**config.mk**
```make
export PLATFORM = sky130hd
export DESIGN_NAME = merge_runs_flat
export DESIGN_NICKNAME = d
export VERILOG_FILES = /design/src/rtl/merge_runs_if.sv /design/src/rtl/merge_runs.sv /design/src/flat_wrapper.sv
export SDC_FILE = /design/constraint.sdc
export NUM_CORES = 1
export LEC_CHECK = 0
export ABC_AREA = 1
export CORE_MARGIN = 2
export CORE_UTILIZATION = 49
export CTS_CLUSTER_DIAMETER = 80
export DETAILED_ROUTE_END_ITERATION = 7
export PLACE_DENSITY = 0.86
export SETUP_SLACK_MARGIN = 0.2
export SKIP_CTS_REPAIR_TIMING = 1
export SYNTH_ARGS = -nofsm -noshare
export SYNTH_HDL_FRONTEND = slang
export SYNTH_SLANG_ARGS = --single-unit
```
**constraint.sdc**
```tcl
create_clock -name clk -period 6.7 [get_ports clk]
set_input_delay 2.01 -clock clk [delete_from_list [all_inputs] [get_ports clk]]
set_output_delay 2.01 -clock clk [all_outputs]
set_load 0.05 [all_outputs]
```
**src/rtl/merge_runs_if.sv**
```systemverilog
// merge_runs_if: run FIFOs, output FIFO and control bundle for merge_runs.
// out_src is present only when MERGE_RUNS_SRC_TAG_EN is defined.
interface merge_runs_if #(
    parameter int DATA_W = 8,
    parameter int CNT_W  = 2
);
    logic              start;
    logic [CNT_W-1:0]  len_l;
    logic [CNT_W-1:0]  len_r;
    logic [DATA_W-1:0] l_data;
    logic              l_empty;
    logic              l_rd;
    logic [DATA_W-1:0] r_data;
    logic              r_empty;
    logic              r_rd;
    logic [DATA_W-1:0] out_data;
    logic              out_wr;
    logic              out_full;
    logic              busy;
    logic              done;
`ifdef MERGE_RUNS_SRC_TAG_EN
    logic              out_src;
`endif

    modport master (
        output start, len_l, len_r,
        output l_data, l_empty,
        output r_data, r_empty,
        output out_full,
        input  l_rd, r_rd,
        input  out_data, out_wr,
        input  busy, done
`ifdef MERGE_RUNS_SRC_TAG_EN
        , input out_src
`endif
    );

    modport slave (
        input  start, len_l, len_r,
        input  l_data, l_empty,
        input  r_data, r_empty,
        input  out_full,
        output l_rd, r_rd,
        output out_data, out_wr,
        output busy, done
`ifdef MERGE_RUNS_SRC_TAG_EN
        , output out_src
`endif
    );
endinterface

```
**src/rtl/merge_runs.sv**
```systemverilog
// merge_runs: streaming two-way merge of two sorted FWFT runs into one FIFO.
// Define MERGE_RUNS_SRC_TAG_EN to add the registered out_src origin tag.
module merge_runs #(
    parameter int DATA_W  = 8,
    parameter int RUN_LEN = 2,
    parameter int CNT_W   = $clog2(RUN_LEN + 1),
    parameter bit DESCEND = 1'b0
) (
    input  logic        clk,
    input  logic        rst,
    merge_runs_if.slave bus
);

    typedef enum logic [2:0] {
        IDLE,
        MERGE,
        DRAIN_L,
        DRAIN_R,
        DONE
    } state_e;

    localparam logic [CNT_W-1:0] MAX_LEN = CNT_W'(RUN_LEN);
    localparam logic [CNT_W-1:0] ONE     = CNT_W'(1);

    state_e            state_q, state_d;
    logic [CNT_W-1:0]  rem_l_q, rem_l_d;
    logic [CNT_W-1:0]  rem_r_q, rem_r_d;
    logic [DATA_W-1:0] out_data_q, out_data_d;
    logic              out_wr_q, out_wr_d;
`ifdef MERGE_RUNS_SRC_TAG_EN
    logic              out_src_q, out_src_d;
`endif

    logic              accept;
    logic              sel_l;
    logic              take_l, take_r;
    logic              l_nz, r_nz;
    logic [CNT_W-1:0]  len_l_c, len_r_c;

    assign accept  = (state_q == IDLE) && bus.start;
    assign len_l_c = (bus.len_l > MAX_LEN) ? MAX_LEN : bus.len_l;
    assign len_r_c = (bus.len_r > MAX_LEN) ? MAX_LEN : bus.len_r;
    assign l_nz    = (len_l_c != '0);
    assign r_nz    = (len_r_c != '0);

    // Ties favour the left run so equal keys keep their input order.
    assign sel_l = DESCEND ? (bus.l_data >= bus.r_data)
                           : (bus.l_data <= bus.r_data);

    always_comb begin
        take_l = 1'b0;
        take_r = 1'b0;
        case (state_q)
            MERGE: begin
                if (!bus.l_empty && !bus.r_empty && !bus.out_full) begin
                    take_l = sel_l;
                    take_r = !sel_l;
                end
            end
            DRAIN_L: take_l = !bus.l_empty && !bus.out_full;
            DRAIN_R: take_r = !bus.r_empty && !bus.out_full;
            default: begin
                take_l = 1'b0;
                take_r = 1'b0;
            end
        endcase
    end

    always_ff @(posedge clk or posedge rst) begin
        if (rst) begin
            state_q <= IDLE;
        end else begin
            state_q <= state_d;
        end
    end

    always_comb begin
        state_d = state_q;
        unique case (state_q)
            IDLE: begin
                if (bus.start) begin
                    unique case (1'b1)
                        (l_nz && r_nz):  state_d = MERGE;
                        (l_nz && !r_nz): state_d = DRAIN_L;
                        (!l_nz && r_nz): state_d = DRAIN_R;
                        default:         state_d = DONE;
                    endcase
                end
            end
            MERGE: begin
                if (take_l && rem_l_q == ONE) begin
                    state_d = DRAIN_R;
                end else if (take_r && rem_r_q == ONE) begin
                    state_d = DRAIN_L;
                end
            end
            DRAIN_L: begin
                if (take_l && rem_l_q == ONE) begin
                    state_d = DONE;
                end
            end
            DRAIN_R: begin
                if (take_r && rem_r_q == ONE) begin
                    state_d = DONE;
                end
            end
            DONE:    state_d = IDLE;
            default: state_d = IDLE;
        endcase
    end

    always_comb begin
        rem_l_d = rem_l_q;
        rem_r_d = rem_r_q;
        if (accept) begin
            rem_l_d = len_l_c;
            rem_r_d = len_r_c;
        end else begin
            if (take_l) begin
                rem_l_d = rem_l_q - ONE;
            end
            if (take_r) begin
                rem_r_d = rem_r_q - ONE;
            end
        end
        out_wr_d   = take_l || take_r;
        out_data_d = out_data_q;
        if (take_l) begin
            out_data_d = bus.l_data;
        end else if (take_r) begin
            out_data_d = bus.r_data;
        end
    end

`ifdef MERGE_RUNS_SRC_TAG_EN
    always_comb begin
        out_src_d = out_src_q;
        if (take_l) begin
            out_src_d = 1'b0;
        end else if (take_r) begin
            out_src_d = 1'b1;
        end
    end

    always_ff @(posedge clk or posedge rst) begin
        if (rst) begin
            out_src_q <= 1'b0;
        end else begin
            out_src_q <= out_src_d;
        end
    end
`endif

    always_ff @(posedge clk or posedge rst) begin
        if (rst) begin
            rem_l_q    <= '0;
            rem_r_q    <= '0;
            out_data_q <= '0;
            out_wr_q   <= 1'b0;
        end else begin
            rem_l_q    <= rem_l_d;
            rem_r_q    <= rem_r_d;
            out_data_q <= out_data_d;
            out_wr_q   <= out_wr_d;
        end
    end

    always_comb begin
        bus.l_rd     = take_l;
        bus.r_rd     = take_r;
        bus.out_data = out_data_q;
        bus.out_wr   = out_wr_q;
        bus.busy     = (state_q == MERGE) || (state_q == DRAIN_L)
                    || (state_q == DRAIN_R);
        bus.done     = (state_q == DONE);
`ifdef MERGE_RUNS_SRC_TAG_EN
        bus.out_src  = out_src_q;
`endif
    end

    a_one_pop: assert property (
        @(posedge clk) disable iff (rst) !(take_l && take_r));
    a_pop_l_live: assert property (
        @(posedge clk) disable iff (rst) take_l |-> (rem_l_q != '0));
    a_pop_r_live: assert property (
        @(posedge clk) disable iff (rst) take_r |-> (rem_r_q != '0));

endmodule
```
**src/flat_wrapper.sv**
```systemverilog
// flat-port wrapper written by rule: the top's interface ports become plain ports
module merge_runs_flat 
#(
    parameter int DATA_W  = 8,
    parameter int RUN_LEN = 2,
    parameter int CNT_W   = $clog2(RUN_LEN + 1),
    parameter bit DESCEND = 1'b0
)
  (clk, rst, bus_start, bus_len_l, bus_len_r, bus_l_data, bus_l_empty, bus_r_data, bus_r_empty, bus_out_full, bus_l_rd, bus_r_rd, bus_out_data, bus_out_wr, bus_busy, bus_done);
  merge_runs_if #(.DATA_W(DATA_W), .CNT_W(CNT_W)) bus_i ();
  input  logic clk;
  input  logic rst;
  input wire logic [$bits(bus_i.start)-1:0] bus_start;
  input wire logic [$bits(bus_i.len_l)-1:0] bus_len_l;
  input wire logic [$bits(bus_i.len_r)-1:0] bus_len_r;
  input wire logic [$bits(bus_i.l_data)-1:0] bus_l_data;
  input wire logic [$bits(bus_i.l_empty)-1:0] bus_l_empty;
  input wire logic [$bits(bus_i.r_data)-1:0] bus_r_data;
  input wire logic [$bits(bus_i.r_empty)-1:0] bus_r_empty;
  input wire logic [$bits(bus_i.out_full)-1:0] bus_out_full;
  output wire logic [$bits(bus_i.l_rd)-1:0] bus_l_rd;
  output wire logic [$bits(bus_i.r_rd)-1:0] bus_r_rd;
  output wire logic [$bits(bus_i.out_data)-1:0] bus_out_data;
  output wire logic [$bits(bus_i.out_wr)-1:0] bus_out_wr;
  output wire logic [$bits(bus_i.busy)-1:0] bus_busy;
  output wire logic [$bits(bus_i.done)-1:0] bus_done;
  assign bus_i.start = bus_start;
  assign bus_i.len_l = bus_len_l;
  assign bus_i.len_r = bus_len_r;
  assign bus_i.l_data = bus_l_data;
  assign bus_i.l_empty = bus_l_empty;
  assign bus_i.r_data = bus_r_data;
  assign bus_i.r_empty = bus_r_empty;
  assign bus_i.out_full = bus_out_full;
  assign bus_l_rd = bus_i.l_rd;
  assign bus_r_rd = bus_i.r_rd;
  assign bus_out_data = bus_i.out_data;
  assign bus_out_wr = bus_i.out_wr;
  assign bus_busy = bus_i.busy;
  assign bus_done = bus_i.done;
  merge_runs #(.DATA_W(DATA_W), .RUN_LEN(RUN_LEN), .CNT_W(CNT_W), .DESCEND(DESCEND)) u_core (.clk(clk), .rst(rst), .bus(bus_i));
endmodule
```
# After elaboration in Yosys (flattened, before gate mapping)
# Cells that the tools add are included.
dict set report op_classes {
  addsub 2
  order_cmp 3
  n_eq_ne 10
  n_mux 19
  reduce_logical 26
}
# op n
set op_table {}
lappend op_table {{two-way mux 8 bit} 2}
lappend op_table {{two-way mux 3 bit} 5}
lappend op_table {{two-way mux 2 bit} 6}
lappend op_table {{case mux 3 bit (4 select lines)} 1}
lappend op_table {{logical AND 1 bit} 10}
lappend op_table {{nonzero test 2 bit} 5}
lappend op_table {{case mux 3 bit (3 select lines)} 1}
lappend op_table {{<= comparator 8 bit} 1}
lappend op_table {{== test 3 x 2 -> 1 bit (second input constant)} 2}
lappend op_table {{zero test 1 bit} 6}
lappend op_table {{== test 2 x 1 -> 1 bit (second input constant)} 2}
lappend op_table {{> comparator 2 bit (second input constant)} 2}
lappend op_table {{!= test 2 x 1 -> 1 bit (second input constant)} 2}
lappend op_table {{case mux 1 bit (2 select lines)} 2}
lappend op_table {{AND reduction 4 bit} 1}
lappend op_table {{subtractor 2 x 1 -> 2 bit (second input constant)} 2}
lappend op_table {{== test 3 x 1 -> 1 bit (second input constant)} 1}
lappend op_table {{== test 3 bit (second input constant)} 1}
lappend op_table {{zero test 3 bit} 1}
lappend op_table {{logical OR 1 bit} 3}
lappend op_table {{!= test 3 x 1 -> 1 bit (second input constant)} 1}
lappend op_table {{two-way mux 1 bit} 2}
lappend op_table {{!= test 2 bit (second input constant)} 1}
dict set report totals {
  regBits 16
  in_bits 26
  output_inout_bits 13
  wordCells 65
}

# Depth between registers and ports, before layout
dict set report logic_depth {
  word_depth 9
  ltp_mapped 18
}

# Least setup slack after synthesis
# OpenSTA, ideal clock, no wires.
dict set report synth_path {
  path_type {input-to-output}
  from {input port bus_r_data[5]}
  to {output port bus_l_rd}
  t_arrival_ns 3.060
  t_required_ns 4.690
  setup_slack_ns 1.630
  cell_stages 10
  cell_sequence {inv_1 > ha_1 > a21oi_1 > nor2_1 > nor2_1 > nand2_1 > nand2_1 > nand2_1 > nand2_2 > buf_6}
}
dict set report synth_via {
  elab_chain_cells 3
}
# element line
set synth_rtl {}
lappend synth_rtl {{start, declared} flat_wrapper.sv:18} ;# input wire logic [$bits(bus_i.r_data)-1:0] bus_r_data;
lappend synth_rtl {{<= comparator 8 bit} merge_runs.sv:48} ;# : (bus.l_data <= bus.r_data);
lappend synth_rtl {{two-way mux 1 bit} merge_runs.sv:55} ;# if (!bus.l_empty && !bus.r_empty && !bus.out_full) begin
lappend synth_rtl {{case mux 1 bit (2 select lines)} merge_runs.sv:53} ;# case (state_q)
lappend synth_rtl {{end, declared} flat_wrapper.sv:21} ;# output wire logic [$bits(bus_i.l_rd)-1:0] bus_l_rd;
# Every way passes these cells.

# Worst setup path in the final report
dict set report layout_path {
  from {input port bus_r_data[7]}
  to {output port bus_r_rd}
}
dict set report layout_via {
  elab_chain_cells 4
}
# element line
set layout_rtl {}
lappend layout_rtl {{<= comparator 8 bit} merge_runs.sv:48}
lappend layout_rtl {{zero test 1 bit} merge_runs.sv:57} ;# take_r = !sel_l;
lappend layout_rtl {{two-way mux 1 bit} merge_runs.sv:55}
lappend layout_rtl {{case mux 1 bit (2 select lines)} merge_runs.sv:53}
lappend layout_rtl {{end, declared} flat_wrapper.sv:22} ;# output wire logic [$bits(bus_i.r_rd)-1:0] bus_r_rd;
# Every way passes these cells.

==> results_dict.tcl <==
set metrics [dict create \
    outcome "finished, final reports clean" \
    finalCriticalPeriod_ns 6.22 \
    synth_area_leaders "dfrtp_1 (34%), ha_1 (12%), nand2_1 (11%)" \
    start_util_pct 52.9 \
    r2r_cells 8 \
    via_per_inst 5.17 \
    crit_type "in2out" \
    max_slew_margin_pct 56.9 \
    combPwrFrac_pct 64.4 \
    antenna_found_initial 0 \
    cts-root-buf "clkbuf_4" \
    fin_skew_ns 0.00841 \
    crit_top_cell "nand2_1" \
    drt-total-wl_um 2840 \
    fin_setup_tns_ns 0 \
    cts_tree "yes" \
    endpoint_kind "output pin" \
    ys_async_sr_fraction_pct 100 \
    overflow 0 \
    first_iter_violations 21 \
    finalPower_uw 627 \
    synth.net_count 193 \
    dieArea_mm2 0.00284 \
    coreArea_mm2 0.00225 \
    clk_latency_ns 0.29 \
    worstPathArrival_ns 4.21 \
    drtPass1Iterations 4 \
    leakagePower_uw 0.000836 \
    ys_warn_count 0 \
    cap_violations 0 \
    vias 1147 \
    hold_viol 0 \
    cp-endpoint "bus_r_rd" \
    ys_seq_area_share_pct 33.6 \
    crit_chain "clkdlybuf4s50_1 > inv_1 > ha_1 > nand2_1 > nor2_1 > nand2_1 > nand2_1 > nand3_2 > nand2_4 > clkdlybuf4s50_1" \
    cpPeakStageDelay_ns 0.81 \
    synth_area_mm2 0.00119 \
    hold_path_class "reg2reg" \
    p_sw_share_pct 50.6 \
    synth-seq-cells 16 \
    cts.htree.levels 1 \
    port_buffers 38 \
    synth_top_area_share_pct 33.6 \
    clk_pin_slew_ns 0.08 \
    synth_common_cells "nand2_1 (35), inv_1 (28), dfrtp_1 (16), nand3_1 (15), nor2_1 (12)" \
    setup_viol 0 \
    required_ns 4.69 \
    post_drt_wl_per_cell_um 12.8 \
    start_kind "input pin" \
    fillCellCount 181 \
    internal_power_uw 310 \
    slew_viol_final 0 \
    synth.largest_area_cell "dfrtp_1" \
    grt_pass1_vias 1142 \
    clock_sinks 16 \
    syn_to_final_growth_pct 34.2 \
    p_clk_share_pct 7.9 \
    crit_buf_inv 3 \
    grt_start_max_net_pins 18 \
    place.gp.congestion 0.882 \
    synth_most_common_cell "nand2_1" \
    ir_drop_uv 255 \
    tightest_slew_ns 0.646 \
    diodes 0 \
    r2r_start "u_core.state_q[1]" \
    multi_input_area_um2 656 \
    rsz0062_at_grt "no" \
    cp_num_cells 10 \
    power_density_mw_per_mm2 392 \
    synth_cells 156 \
    placementRows 17 \
    hold_ws_ns 0.535 \
    cts_buffer_depth 2 \
    fmax_ghz 0.161 \
    nets 233 \
    drcViolationCount 0 \
    seqPwrFrac_pct 27.7 \
    grt_pass1_wl_um 4720 \
    ant_nets 0 \
    regArea_um2 400 \
    slowest_stage "clkdlybuf4s50_1" \
    synth_area_per_cell_um2 7.64 \
    dp_hpwl_um 2220 \
    synth_edf_count 0 \
    drive_gt1_share_pct 10.8 \
    cp_top_family "buffers and inverters" \
    synth_cell_types 23 \
    die_w_um 53.3 \
    die_y_um 53.3 \
    r2r_slack_ns 4.86 \
    power_switching_uw 317 \
    fin_crit_sh_pct 92.9 \
    cts-buffers-inserted 3 \
    synth_ff_type "dfrtp_1" \
    ios 39 \
    worstSetupStartpoint "bus_r_data[7]" \
    cp_max_fo 7 \
    r2r-end "u_core.bus.out_data[4]" \
    track_usage_pct 22.9 \
]
[logic make-up after synthesis]
kind of cell / Yosys count / synth area share, %
DFF: 16 / 33.6
AOI/OAI and AO/OA: 24 / 15.3
adders and majority gates: 11 / 11.5
xor gates and xnor gates: 1 / 0.735
buffers and inverters: 32 / 11.4
and+or+nand+nor: 72 / 27.4
[registers in the layout, summed over array words and instances, names as in the netlist]
name                 flops
u_core.rem_r_q           2
u_core.bus.out_wr        1
u_core.rem_l_q           2
u_core.bus.out_data      8
u_core.state_q           3
[final cells by class]
cell class / instances / area share (%)
clock buffer: 3 / 1.41
inverter: 29 / 6.80
multi-input combinational: 108 / 41.0
timing repair buffer: 38 / 23.6
sequential: 16 / 25.0
tap: 28 / 2.19
[power by group through the flow]
stage / clock network, uW / registers [uW] / logic, uW
after floorplan: 0 / 253 / 210
after global placement: 0 / 172 / 393
after detailed placement: 0 / 174 / 404
after CTS: 51.1 / 172 / 406
after global routing: 55.2 / 178 / 441
final: 49.5 / 174 / 404
[through the flow]
stage	utilization, %	instances	setup slack (ns)	instance area (um^2)
after floorplan	-	156	1.63	1190
after global placement	70.0	219	0.524	1580
after detailed placement	70.0	219	0.473	1580
after CTS	71.0	222	0.464	1600
after global routing	71.0	222	0.329	1600
final	71.0	222	0.478	1600
[tightest hold or removal path: stages, from the launching register on]
cell and delay [ns]:
dfrtp_1 0.35, nand3_1 0.09, o211ai_2 0.06
[metal layers]
metal	global-route usage [%]	up-vias	wire length (um)
li1	-	581	-
met1	25.9	536	1200
met2	42.0	26	1470
met3	6.21	4	133
met4	5.13	0	30
met5	0	-	0
[how the worst min path moves through the flow]
stage                                      start                      to  slack, ns  cells after the start
after global routing      u_core.bus.out_data[3]  u_core.bus.out_data[3]       0.57                      2
after global placement    u_core.bus.out_data[7]  u_core.bus.out_data[7]       0.51                      2
after detailed placement  u_core.bus.out_data[2]  u_core.bus.out_data[2]       0.51                      2
final                     u_core.bus.out_data[2]  u_core.bus.out_data[2]       0.53                      2
after floorplan                u_core.state_q[1]       u_core.state_q[1]       0.52                      2
after CTS                 u_core.bus.out_data[2]  u_core.bus.out_data[2]       0.54                      2
[cells in the final DEF, fill, tap and decap left out]
master,netlist,routed
ha_1,11,11
nand2_1,35,35
dfrtp_1,16,16
o21ai_0,6,6
nand2_2,3,3
nand3_2,1,1
o211ai_1,1,1
buf_4,0,1
clkbuf_4,0,3
nand2_4,2,2
nand4_1,1,1
a21o_1,1,1
o22ai_1,1,1
nor3_1,1,1
nor2_2,2,2
xnor2_1,1,1
nor2_1,12,12
a21oi_1,7,7
a21oi_2,1,1
inv_1,28,28
o211ai_2,7,7
inv_2,1,1
nand3_1,15,15
clkdlybuf4s50_1,0,37
(Power assumes the default switching activity.)
